### src/rtl/bus_arbit_rr.sv
// Round-robin bus arbiter with registered one-hot grant; optional tenure limit via BUS_ARBIT_RR_TENURE_EN.
// Latency: one cycle from request to grant. An owner keeps the bus until it drops its request.
module bus_arbit_rr #(
    parameter  int NUM_M      = 4,
    parameter  int MAX_TENURE = 16,
    localparam int IDW        = $clog2(NUM_M)
) (
    input  logic             clk,
    input  logic             reset_n,
    input  logic [NUM_M-1:0] m_req,
    output logic [NUM_M-1:0] m_grant,
    output logic [IDW-1:0]   m_grant_id,
    output logic             bus_busy
);

    if (NUM_M < 2 || NUM_M > 16) begin : g_bad_num_m
        $error("bus_arbit_rr: NUM_M out of range 2..16");
    end
    if (MAX_TENURE < 2 || MAX_TENURE > 255) begin : g_bad_tenure
        $error("bus_arbit_rr: MAX_TENURE out of range 2..255");
    end

    typedef enum logic {
        ST_IDLE = 1'b0,
        ST_OWN  = 1'b1
    } state_t;

    state_t             state_q, state_d;
    logic [NUM_M-1:0]   grant_q, grant_d;
    logic [IDW-1:0]     id_q, id_d;
    logic [IDW-1:0]     last_q, last_d;
    logic               busy_q, busy_d;

    logic [NUM_M-1:0]   req_s;
    logic [NUM_M-1:0]   cand;
    logic               force_rel;
    logic               arb;
    logic               win_vld;
    logic [IDW-1:0]     win_id;

    // Unknown request bits must never be able to win the scan.
    always_comb begin
        req_s = '0;
        for (int i = 0; i < NUM_M; i++) begin
            if (m_req[i] == 1'b1) begin
                req_s[i] = 1'b1;
            end
        end
    end

`ifdef BUS_ARBIT_RR_TENURE_EN
    logic [7:0] ten_q, ten_d;
    logic       ten_full;
    logic       others_req;

    always_comb begin
        others_req = |(req_s & ~grant_q);
        ten_full   = (ten_q == 8'(MAX_TENURE - 1));
        force_rel  = (state_q == ST_OWN) && req_s[id_q] && ten_full && others_req;
    end

    // Clears on every new grant, counts while owned, saturates when nobody else waits.
    always_comb begin
        ten_d = ten_q;
        if (arb) begin
            ten_d = 8'd0;
        end else if (state_q == ST_OWN && !ten_full) begin
            ten_d = ten_q + 8'd1;
        end
    end

    always_ff @(posedge clk) begin
        if (!reset_n) begin
            ten_q <= 8'd0;
        end else begin
            ten_q <= ten_d;
        end
    end
`else
    always_comb begin
        force_rel = 1'b0;
    end
`endif

    // Scan starts just past the last owner; a forced release masks the current owner.
    always_comb begin
        cand = req_s;
        if (force_rel) begin
            cand[id_q] = 1'b0;
        end
        win_vld = 1'b0;
        win_id  = '0;
        for (int k = 1; k <= NUM_M; k++) begin
            automatic int       idx;
            automatic logic [IDW-1:0] idx_w;
            idx = int'(last_q) + k;
            if (idx >= NUM_M) begin
                idx = idx - NUM_M;
            end
            idx_w = IDW'(idx);
            if (!win_vld && cand[idx_w]) begin
                win_vld = 1'b1;
                win_id  = idx_w;
            end
        end
    end

    always_comb begin
        state_d = state_q;
        grant_d = grant_q;
        id_d    = id_q;
        last_d  = last_q;
        busy_d  = busy_q;
        arb     = (state_q == ST_IDLE) || !req_s[id_q] || force_rel;
        if (arb) begin
            if (win_vld) begin
                state_d         = ST_OWN;
                grant_d         = '0;
                grant_d[win_id] = 1'b1;
                id_d            = win_id;
                last_d          = win_id;
                busy_d          = 1'b1;
            end else begin
                state_d = ST_IDLE;
                grant_d = '0;
                busy_d  = 1'b0;
            end
        end
    end

    always_ff @(posedge clk) begin
        if (!reset_n) begin
            state_q <= ST_IDLE;
            grant_q <= '0;
            id_q    <= '0;
            last_q  <= IDW'(NUM_M - 1);
            busy_q  <= 1'b0;
        end else begin
            state_q <= state_d;
            grant_q <= grant_d;
            id_q    <= id_d;
            last_q  <= last_d;
            busy_q  <= busy_d;
        end
    end

    assign m_grant    = grant_q;
    assign m_grant_id = id_q;
    assign bus_busy   = busy_q;

endmodule

### config.mk
export PLATFORM = sky130hd
export DESIGN_NAME = bus_arbit_rr
export DESIGN_NICKNAME = d
export VERILOG_FILES = /design/src/rtl/bus_arbit_rr.sv
export SDC_FILE = /design/constraint.sdc
export NUM_CORES = 1
export LEC_CHECK = 0
export ABC_AREA = 1
export BUFFER_PORTS_ARGS = -buffer_cell sky130_fd_sc_hd__buf_4
export CAP_MARGIN = 20
export CORE_AREA = 2 2 39 41
export CTS_CLUSTER_DIAMETER = 100
export DETAILED_ROUTE_END_ITERATION = 8
export DIE_AREA = 0 0 41 43
export GPL_ROUTABILITY_DRIVEN = 1
export PLACE_DENSITY_LB_ADDON = 0.2
export SYNTH_ARGS = -nofsm -noshare
export SYNTH_HDL_FRONTEND = slang
export SYNTH_SLANG_ARGS = --single-unit
### constraint.sdc
create_clock -name clk -period 3.6 [get_ports clk]
set_input_delay 0.18 -clock clk [delete_from_list [all_inputs] [get_ports clk]]
set_output_delay 0.18 -clock clk [all_outputs]
set_load 0.01 [all_outputs]
==> flow_summary.yaml <==
floorplanning:
  row_count: 14
  die_y_um: 43
  ios: 13
  initial_utilization_pct: 46.2
  dieArea_um2: 1760
  core-area_um2: 1380
  die_w_um: 41
detailed_routing:
  drt_iter0_drc: 3
  avgViaCountPerCell: 4.75
  drcViolationCount: 0
  drt_first_pass_iters: 4
  ant_nets: 0
  wl_per_cell_um: 9.89
  num_vias: 632
  wirelength_um: 1320
synthesis:
  synth_seq_area_share_pct: 28.2
  syn-cell-area_um2: 639
  yosys_register_bits: 9
  ys_warn_count: 0
  yosysUniqueCellTypes: 19
  synth_cells: 102
  syn_nets: 108
  postSynthAreaPerCell_um2: 6.27
worst_setup_path:
  path_delay_family: "simple AND/OR/NAND/NOR gates"
  criticalPathCategory: "reg2reg"
  crit_required_ps: 3740
  slowest_delay_ps: 580
  startpoint: "last_q[0]$_SDFFE_PN1P_"
  end_kind: "register"
  crit_buf_inv: 2
  cp_max_fo: 10
  worstReg2RegStart: "last_q[0]$_SDFFE_PN1P_"
  cp.arrival_ps: 1820
  cp_slowest_cell: "dfxtp_1"
  path_cells: "inv_8 > nand2_1 > nand2_2 > nand2_1 > nand2_2 > nor2_2 > nand3_2 > nand2_4 > inv_2 > nand2_1 > o211ai_1"
  crit_path_frequent_cell: "nand2_1"
  critPathLaunchType: "register"
cells_and_area:
  multi_input_area_um2: 392
  layout-drive-gt1-share_pct: 32.5
  regArea_um2: 180
  utilization_pct: 55.2
  n_antenna_cell: 0
  fillers: 145
  fin_area_um2: 764
  syn_to_final_growth_pct: 19.6
  fin_nets: 124
  final_common_cell: "nand2_1"
  final_cell_mix: "nand2_1, buf_4, nand2_2, dfxtp_1, inv_1"
place:
  postPlaceCellArea_um2: 738
  gp_congestion: 0.734
  hpwl_um: 1080
  io_buffers: 12
run:
  cap_violations: 0
sta:
  rsz0062_at_grt: "no"
  tightest_slew_ps: 426
  clock_skew_ps: 4.31
  min_period_ps: 1670
  post-route-period-util_pct: 46.5
  setup_viol: 0
  slew_viol_final: 0
  hold_violations: 0
  timing.setup.tns_ps: 0
  fmaxAchievable_mhz: 597
  slew_headroom_pct: 71.5
  hold_ws_ps: 123
clocking:
  htreeDepth: 1
  cts_resized: 0
  post_cts_buffers: 0
  clockRootBuffer: "clkbuf_4"
  clk_latency_ps: 260
  path_clk_slew_ps: 60
  holdBufCountCts: 0
  cts.path.max_buffers: 2
  clock-sinks: 9
  cts_tree: "built"
  cts_made_buffers: 3
grt:
  grt_max_degree: 11
  antenna_found_initial: 0
  gr-usage-met1_pct: 21.6
  met3_usage_pct: 3.14
  grt_pass1_wl_um: 2160
  grt_usage_pct: 17.8
  globalRouteOverflowTotal: 0
  use_met2_pct: 27.8
  grt-busiest-layer: "met2"
  grt_pass1_vias: 561
status:
  status: "complete, no violations"
pwr:
  power.total_uw: 736
  power.density_nw_per_um2: 962
  peakVddDrop_mv: 0.448
  leakage_uw: 0.000406
hold_path:
  min_from: "reset_n"
  hp-class: "in2reg"
[stage by stage]
stage | setup slack [ps] | instances
2_1_floorplan | 2240 | 102
3_3_place_gp | 1970 | 129
3_5_place_dp | 1940 | 129
4_1_cts | 1930 | 133
5_1_grt | 1760 | 133
6_report | 1930 | 133
[report_power, final]
group	internal, uW	switching, uW	total, uW
Sequential	138	40.8	179
Clock	42.8	36.7	79.5
Combinational	178	299	477
[path summary, 6_finish.rpt]
check / end / slack, ps / cells past startpoint
worst max-delay path: last_q[1]$_SDFFE_PN1P_ / 1930 / 11
worst min-delay path: bus_busy$_SDFFE_PN0N_ / 120 / 3
worst min register to register: m_grant[1]$_SDFFE_PN0N_ / 470 / 2
worst max register to register: last_q[1]$_SDFFE_PN1P_ / 1930 / 11
[logic make-up after synthesis]
group | synth area share, %
simple gates | 51.9
compound gates | 9.39
buf+inv | 10.6
flops | 28.2
[worst reg2reg max path: stages, from the launching register on]
cell      delay, ps
dfxtp_1         580
inv_8            80
nand2_1          90
nand2_2          60
nand2_1         100
nand2_2          70
nor2_2          120
nand3_2         120
nand2_4         110
inv_2            60
nand2_1          90
o211ai_1         90
[sequential cells by signal, indices dropped and copies added (netlist names)]
name / count
bus_busy: 1
m_grant_id: 2
m_grant: 4
last_q: 2
[Yosys cell counts, drive strengths merged]
master	instances	area share [%]
nor3	1	1.6
nand4	1	0.98
o211ai	2	2.3
dfxtp	9	28
nand3	8	7.8
inv	13	8.8
o21ai	2	1.6
buf	1	1.8
nor2	7	6.1
nand2	51	35
a21oi	7	5.5
[layer usage]
metal  vias up  routed length [um]
li1        348                   -
met1       272                 652
met2        10                 601
met3         2                  46
met4         0                  17
met5         -                   0
[area by class of cell]
type	instances	area share, %
inverters	13	7.36
repair buffers	12	11.8
well taps	16	2.62
clock buffers	4	3.44
multi-input cells	79	51.2
flip-flops and latches	9	23.6
Power figures use the tool's default switching activity.
